$ cat config.mk
export PLATFORM = sky130hd
export DESIGN_NAME = uart_tx_arbiter
export DESIGN_NICKNAME = d
export VERILOG_FILES = /design/src/rtl/uart_tx_arbiter.sv
export SDC_FILE = /design/constraint.sdc
export NUM_CORES = 1
export LEC_CHECK = 0
export BUFFER_PORTS_ARGS = -buffer_cell sky130_fd_sc_hd__buf_4
export CORE_ASPECT_RATIO = 1.1
export CORE_MARGIN = 3
export CORE_UTILIZATION = 45
export CTS_CLUSTER_SIZE = 25
export DETAILED_ROUTE_END_ITERATION = 12
export HOLD_SLACK_MARGIN = 0.06
export PLACE_DENSITY_LB_ADDON = 0.08
export SYNTH_ARGS = -nofsm -noshare
export SYNTH_HDL_FRONTEND = slang
export SYNTH_SLANG_ARGS = --single-unit
$ cat constraint.sdc
create_clock -name clk -period 2.25 [get_ports clk]
set_input_delay 0.3375 -clock clk [delete_from_list [all_inputs] [get_ports clk]]
set_output_delay 0.3375 -clock clk [all_outputs]
set_load 0.02 [all_outputs]
$ cat src/rtl/uart_tx_arbiter.sv
// Round-robin arbiter sharing one Uart8 transmitter among NUM_REQ byte producers.
// Optional message lock (keep the grant until a byte with req_last) under UART_ARB_LOCK_EN.
module uart_tx_arbiter #(
    parameter int unsigned NUM_REQ       = 4,
    parameter int unsigned START_TIMEOUT = 2048,
    localparam int unsigned IDW          = $clog2(NUM_REQ)
) (
    input  logic                 clk,
    input  logic                 reset,
    input  logic                 en,
    input  logic [NUM_REQ-1:0]   req_valid,
    input  logic [NUM_REQ*8-1:0] req_data,
    input  logic [NUM_REQ-1:0]   req_last,
    output logic [NUM_REQ-1:0]   req_ready,
    output logic                 uart_txEn,
    output logic                 uart_txStart,
    output logic [7:0]           uart_txIn,
    input  logic                 uart_txBusy,
    input  logic                 uart_txDone,
    output logic [IDW-1:0]       grant_id,
    output logic                 busy,
    output logic                 done,
    output logic                 err_timeout
);

    localparam int unsigned CW = $clog2(START_TIMEOUT);

    typedef enum logic [1:0] {StIdle, StStart, StBusy, StDone} state_e;

    state_e           state_q, state_d;
    logic [IDW-1:0]   ptr_q, ptr_d;
    logic [IDW-1:0]   grant_q, grant_d;
    logic [7:0]       data_q, data_d;
    logic [CW-1:0]    cnt_q, cnt_d;
    logic             start_q, start_d;
    logic             err_q, err_d;

    logic [NUM_REQ-1:0] eligible;
    logic [IDW:0]       idx;
    logic [IDW-1:0]     winner;
    logic               found;
    logic               grant_go;
    logic [7:0]         win_data;
    logic [IDW-1:0]     nxt_id;

`ifdef UART_ARB_LOCK_EN
    logic last_q, last_d;
    logic lock_q, lock_d;
`else
    logic unused_last;
    assign unused_last = ^req_last;
`endif

    // Rotating priority search starting at ptr_q.
    always_comb begin
        eligible = req_valid;
`ifdef UART_ARB_LOCK_EN
        if (lock_q) begin
            eligible = req_valid & (NUM_REQ'(1) << grant_q);
        end
`endif
        idx    = '0;
        winner = '0;
        found  = 1'b0;
        for (int k = 0; k < NUM_REQ; k++) begin
            idx = {1'b0, ptr_q} + (IDW + 1)'(k);
            if (idx >= (IDW + 1)'(NUM_REQ)) begin
                idx = idx - (IDW + 1)'(NUM_REQ);
            end
            if (!found && eligible[idx[IDW-1:0]]) begin
                found  = 1'b1;
                winner = idx[IDW-1:0];
            end
        end
    end

    always_comb begin
        win_data = '0;
        for (int i = 0; i < NUM_REQ; i++) begin
            if (winner == IDW'(i)) begin
                win_data = req_data[8*i +: 8];
            end
        end
    end

    assign grant_go = en && found && (state_q == StIdle);
    assign nxt_id   = (grant_q == IDW'(NUM_REQ - 1)) ? '0 : grant_q + 1'b1;

    always_comb begin
        state_d = state_q;
        ptr_d   = ptr_q;
        grant_d = grant_q;
        data_d  = data_q;
        cnt_d   = cnt_q;
        start_d = start_q;
        err_d   = 1'b0;
`ifdef UART_ARB_LOCK_EN
        last_d  = last_q;
        lock_d  = lock_q;
`endif
        unique case (state_q)
            StIdle: begin
                if (grant_go) begin
                    grant_d = winner;
                    data_d  = win_data;
                    cnt_d   = '0;
                    start_d = 1'b1;
                    state_d = StStart;
`ifdef UART_ARB_LOCK_EN
                    last_d  = req_last[winner];
`endif
                end
            end
            StStart: begin
                // Busy takes priority over a coincident timeout.
                if (uart_txBusy) begin
                    start_d = 1'b0;
                    state_d = StBusy;
                end else if (cnt_q == CW'(START_TIMEOUT - 1)) begin
                    start_d = 1'b0;
                    err_d   = 1'b1;
                    ptr_d   = nxt_id;
                    state_d = StIdle;
`ifdef UART_ARB_LOCK_EN
                    lock_d  = 1'b0;
`endif
                end else begin
                    cnt_d = cnt_q + 1'b1;
                end
            end
            StBusy: begin
                if (!uart_txBusy || uart_txDone) begin
                    state_d = StDone;
                end
            end
            StDone: begin
                state_d = StIdle;
`ifdef UART_ARB_LOCK_EN
                if (last_q) begin
                    ptr_d  = nxt_id;
                    lock_d = 1'b0;
                end else begin
                    ptr_d  = grant_q;
                    lock_d = 1'b1;
                end
`else
                ptr_d = nxt_id;
`endif
            end
            default: state_d = StIdle;
        endcase
    end

    always_ff @(posedge clk or negedge reset) begin
        if (!reset) begin
            state_q <= StIdle;
            ptr_q   <= '0;
            grant_q <= '0;
            data_q  <= '0;
            cnt_q   <= '0;
            start_q <= 1'b0;
            err_q   <= 1'b0;
`ifdef UART_ARB_LOCK_EN
            last_q  <= 1'b0;
            lock_q  <= 1'b0;
`endif
        end else begin
            state_q <= state_d;
            ptr_q   <= ptr_d;
            grant_q <= grant_d;
            data_q  <= data_d;
            cnt_q   <= cnt_d;
            start_q <= start_d;
            err_q   <= err_d;
`ifdef UART_ARB_LOCK_EN
            last_q  <= last_d;
            lock_q  <= lock_d;
`endif
        end
    end

    // Reset gates the combinational outputs so they read 0 while it is held.
    assign req_ready    = (reset && grant_go) ? (NUM_REQ'(1) << winner) : '0;
    assign busy         = (state_q != StIdle);
    assign uart_txEn    = reset && (en || busy);
    assign uart_txStart = start_q;
    assign uart_txIn    = data_q;
    assign grant_id     = grant_q;
    assign done         = (state_q == StDone);
    assign err_timeout  = err_q;

endmodule

# Word-level counts from Yosys, hierarchy flattened
# Index checks and enable logic that the tools add are counted.
totals:
  ff_bits: 27
  inputBits: 45
  out_inout_bits: 19
  wordCells: 107
op_classes:
  add_sub_neg: 9
  magnitude_cmp: 8
  eq_ne: 14
  shift: 1
  muxes: 45
  n_reduce_logical: 23
ops:
  columns: ["op", "count"]
  rows:
  - ["11-bit 2-to-1 mux", 3]
  - ["8-bit 2-to-1 mux", 4]
  - ["2-bit 2-to-1 mux", 15]
  - ["11-bit one-hot mux with 2 select lines", 1]
  - ["1-bit 2-to-1 mux", 14]
  - ["2-bit by 3-bit less-than comparator with 1-bit output, second input constant", 4]
  - ["11-bit by 1-bit adder with 11-bit output, second input constant", 1]
  - ["11-bit equality test, second input constant", 1]
  - ["2-bit equality test, second input constant", 5]
  - ["2-bit inequality test, second input constant", 5]
  - ["3-bit greater-or-equal comparator, second input constant", 3]
  - ["3-bit AND reduction", 3]
  - ["1-bit binary-select mux with 2-bit select", 4]
  - ["2-bit one-hot mux with 4 select lines", 1]
  - ["2-bit by 1-bit subtractor with 2-bit output, second input constant", 4]
  - ["1-bit logical AND", 7]
  - ["2-bit by 2-bit adder with 3-bit output, second input constant", 2]
  - ["2-bit nonzero test", 3]
  - ["2-bit by 1-bit equality test with 1-bit output, second input constant", 2]
  - ["1-bit zero test", 4]
  - ["2-bit zero test", 2]
  - ["4-bit 2-to-1 mux", 1]
  - ["2-bit one-hot mux with 2 select lines", 1]
  - ["4-bit AND reduction", 1]
  - ["other kinds (8)", 9]

# Logic depth before layout (Yosys ltp)
depth:
  ltp_word: 19
  mapped_depth: 7
  ltp_nobuf: 6

# Worst setup path before layout
# Ideal clock, no wire load.
synth_timing:
  kind: "register to output"
  startpoint: "reg ptr_q[1]"
  endpoint: "out req_ready[2]"
  arrival_time_ns: 1.968
  slack_ns: -0.056
  path_stages_with_launch: 6
  n_path_buf: 1
  cell_sequence: "dfrtp_1 nand2b_1 a21oi_2 nor3_4 buf_4 nor4b_1"
synth_via:
  elab_chain_len: 18
synth_lines:
  columns: ["item", "line", "source"]
  rows:
  - ["from (decl)", "31", "logic [IDW-1:0] ptr_q, ptr_d;"]
  - ["from (signal assigned)", "169", "ptr_q <= ptr_d;"]
  - ["branches (longest 17 deep; another with 2-bit by 1-bit adder with 3-bit output)", null, null]
  - ["4-bit 2-to-1 mux *", "183", "assign req_ready = (reset && grant_go) ? (NUM_REQ'(1) << winner) : '0;"]
  - ["to (decl)", "14", "output logic [NUM_REQ-1:0] req_ready,"]
# Mark *: on every way between the ends. The select of a mux whose other input is x is not followed.

# Worst setup path after layout
# Same ends and word-level chain as after synthesis.

==> impl_metrics.py <==
metrics = {
    "outcome": {
        "status": "complete, no violations",
    },
    "routing": {
        "top_layer": "met4",
        "wl_met2_um": 2510,
        "drt-initial-drc-count": 112,
        "wl_met3_um": 280,
        "route.vias.total": 1694,
        "wirelength_um": 4660,
        "avgRoutedWirePerCell_um": 15.3,
        "routed_via_density": 5.57,
        "met1_length_um": 1800,
        "first_pass_iters": 4,
        "postRouteAntennaNets": 0,
        "drcViolationCount": 0,
    },
    "synthesis": {
        "avgSynthCellArea_sq_um": 9.17,
        "ys_types": 42,
        "synth_edf_count": 0,
        "syn_nets": 228,
        "seq_area_frac_synth": 0.407,
        "syn_inst": 181,
        "yosys_warnings": 0,
        "ys.flop_type": "dfrtp_1",
        "async_flop_share": 1.00,
        "muxShareOfSynthArea": 0.0679,
        "synth-seq-cells": 27,
        "synth-adder-area-share": 0.0151,
        "netlist_area_sq_mm": 0.00166,
        "synth_xor_xnor_area_share": 0.0211,
        "synthSimpleGateAreaFrac": 0.247,
        "synth-compound-area-share": 0.210,
        "synth_top_family_by_area": "simple AND/OR/NAND/NOR gates",
    },
    "finish": {
        "final_cells": 304,
        "register_area_sq_um": 678,
        "n_antenna_cell": 0,
        "layout-drive-gt1-share": 0.371,
        "syn2layout_area_growth_pct": 40.6,
        "finalNetCount": 304,
        "multiInputGateArea_sq_um": 968,
        "num-fill-cells": 279,
        "final_area_sq_mm": 0.00233,
    },
    "setup_path": {
        "cpMostUsedCell": "buf_4",
        "cp_max_fo": 6,
        "r2r_slack_ns": 0.26,
        "cpMaxStageDelayCell": "dfrtp_2",
        "worstPathArrival_ns": 1.80,
        "critical_path_class": "register to output port",
        "worstPathRequired_ns": 1.91,
        "cp_cell_sequence": "nor2b_2 > o21a_1 > nor3_4 > buf_4 > nor4b_2 > buf_4",
        "end_kind": "output port",
        "slowest_delay_ns": 0.45,
        "cp-start-kind": "register",
    },
    "clocking": {
        "cts.clk_slew.worst_paths_ns": 0.14,
        "cts_sinks": 27,
        "cts_root_buffer": "clkbuf_4",
        "htree_levels": 1,
        "clock_path_buffers": 2,
        "clock_latency_ns": 0.32,
        "cts_buffers": 3,
        "tritoncts": "yes",
    },
    "floorplan": {
        "initial_core_util": 0.482,
        "die_w_um": 63.9,
        "design.core.area_sq_mm": 0.00344,
        "pin_count": 64,
        "die_h_um": 69.7,
        "rows": 22,
        "fp.dieArea_sq_mm": 0.00445,
    },
    "sta": {
        "worst_pin_slew_ns": 0.583,
        "final.min_clock_period_ns": 2.14,
        "fmax_ghz": 0.468,
        "finalHoldViolCount": 0,
        "tns_ns": 0,
        "min_period_over_period": 0.950,
        "rsz0062_at_grt": "false",
        "hold_ws_ns": 0.241,
        "setup_viol": 0,
        "fin_skew_ns": 0.00281,
        "slew_violations": 0,
        "finalWorstSetupSlack_ns": 0.112,
        "slew-limit-headroom": 0.609,
    },
    "flow_run": {
        "cap_violations": 0,
    },
    "worst_hold_path": {
        "hold_path_class": "input pin to register",
    },
    "global_route": {
        "grt_usage": 0.222,
        "gr-total-overflow": 0,
        "grt_antenna_before_repair": 0,
        "grt_pass1_vias": 1861,
        "grt_max_degree": 19,
        "grt_pass1_wl_um": 7960,
    },
    "power_and_ir_drop": {
        "vdd_drop_max_mv": 0.525,
        "p_leak_nw": 1.11,
        "power_density_mw_per_mm2": 956,
    },
    "placement": {
        "dp_cells": 293,
        "preCtsSetupSlack_ns": 0.217,
        "place_hpwl_um": 3690,
        "place_area_sq_mm": 0.00222,
        "gp_congestion": 0.830,
        "port_buffers": 59,
    },
}
==> per-stage QoR <==
stage                      util  total power [mW]
final                     0.678              2.23
after global routing      0.678              2.39
after CTS                 0.667              2.21
after detailed placement  0.645              1.94
after global placement    0.645              1.89
after floorplan               -              1.47
==> synth_stat cells, drive strengths merged (3+ instances only) <==
cell type / count / area, sq um
nand2b: 3 / 18.8
dfrtp: 27 / 676
buf: 5 / 32.5
nand4: 10 / 62.6
nor2b: 3 / 18.8
a211o: 9 / 78.8
nor3: 5 / 36.3
nor2: 13 / 48.8
mux2i: 9 / 90.1
nand2: 28 / 105
nand3: 5 / 25.0
o21ai: 7 / 35.0
a21o: 4 / 30.0
xor2: 3 / 26.3
a21oi: 4 / 23.8
o31ai: 9 / 67.6
inv: 3 / 11.3
o211ai: 10 / 75.1
==> kinds of logic after synthesis <==
kind of cell	Yosys count
AO/OA/AOI/OAI	48
adder cells (fa/ha/maj)	2
flip-flops	27
XOR/XNOR	4
buffers and inverters	10
AND/OR/NAND/NOR	79
multiplexers	11
==> worst max-delay path, delay by kind of cell (launching register included) <==
kind                   cells  cell delay [ns]
AO/OA/AOI/OAI              1             0.20
buffers and inverters      2             0.35
flip-flops                 1             0.45
AND/OR/NAND/NOR            3             0.49
==> cells in the final DEF, fill, tap and decap left out, types with 5 or more instances in the layout <==
master     n
nor2_1    13
nand3_1    5
dfrtp_1   25
o211ai_1  10
nand2_1   27
buf_4     77
a211o_1    9
o21ai_0    5
o31ai_1    9
nand4_1   10
mux2i_1    9
==> power breakdown <==
part | switching [mW] | total, mW | internal (mW)
registers | 0.136 | 0.768 | 0.632
logic | 0.671 | 1.25 | 0.578
clock network | 0.143 | 0.212 | 0.0694
total | 0.949 | 2.23 | 1.28
==> sequential cells by signal (all words and copies together), names as in the netlist, named ones only <==
signal        count
state_q           1
grant_id          2
err_timeout       1
uart_txIn         8
ptr_q             2
cnt_q            11
uart_txStart      1
==> routing by layer <==
metal  GRT usage  vias to the layer above
met4       0.101                        0
met3      0.0357                        6
met5           0                        -
met1       0.248                      796
met2       0.402                       65
li1            -                      827
==> final timing paths <==
| kind | cells after the start | from | end |
|---|---|---|---|
| setup / recovery | 6 | ptr_q[1]$_DFFE_PN0P_ | req_ready[2] |
| hold / removal | 2 | uart_txBusy | err_timeout$_DFF_PN0_ |
| setup reg to reg | 6 | cnt_q[0]$_DFFE_PN0P_ | ptr_q[1]$_DFFE_PN0P_ |
| hold reg to reg | 1 | cnt_q[5]$_DFFE_PN0P_ | cnt_q[5]$_DFFE_PN0P_ |
| max in group asynchronous | 3 | reset | ptr_q[0]$_DFFE_PN0P_ |
| min in group asynchronous | 2 | reset | cnt_q[6]$_DFFE_PN0P_ |
==> cell type report <==
cell class                      count  area share
Timing Repair Buffer               78       0.252
Tap cell                           48      0.0258
Inverter                            3     0.00483
Multi-Input combinational cell    144       0.415
Clock buffer                        4      0.0113
Sequential cell                    27       0.291
==> timing repair <==
action                                 in CTS  in global routing
setup endpoints to repair                   4                  3
endpoints found under the hold margin      13                  0
gates resized for setup                     2                  7
setup buffers                               5                  1
hold buffers                                1                  0
pin swaps                                   2                  2
No activity file was read; power rests on OpenSTA's default activity.
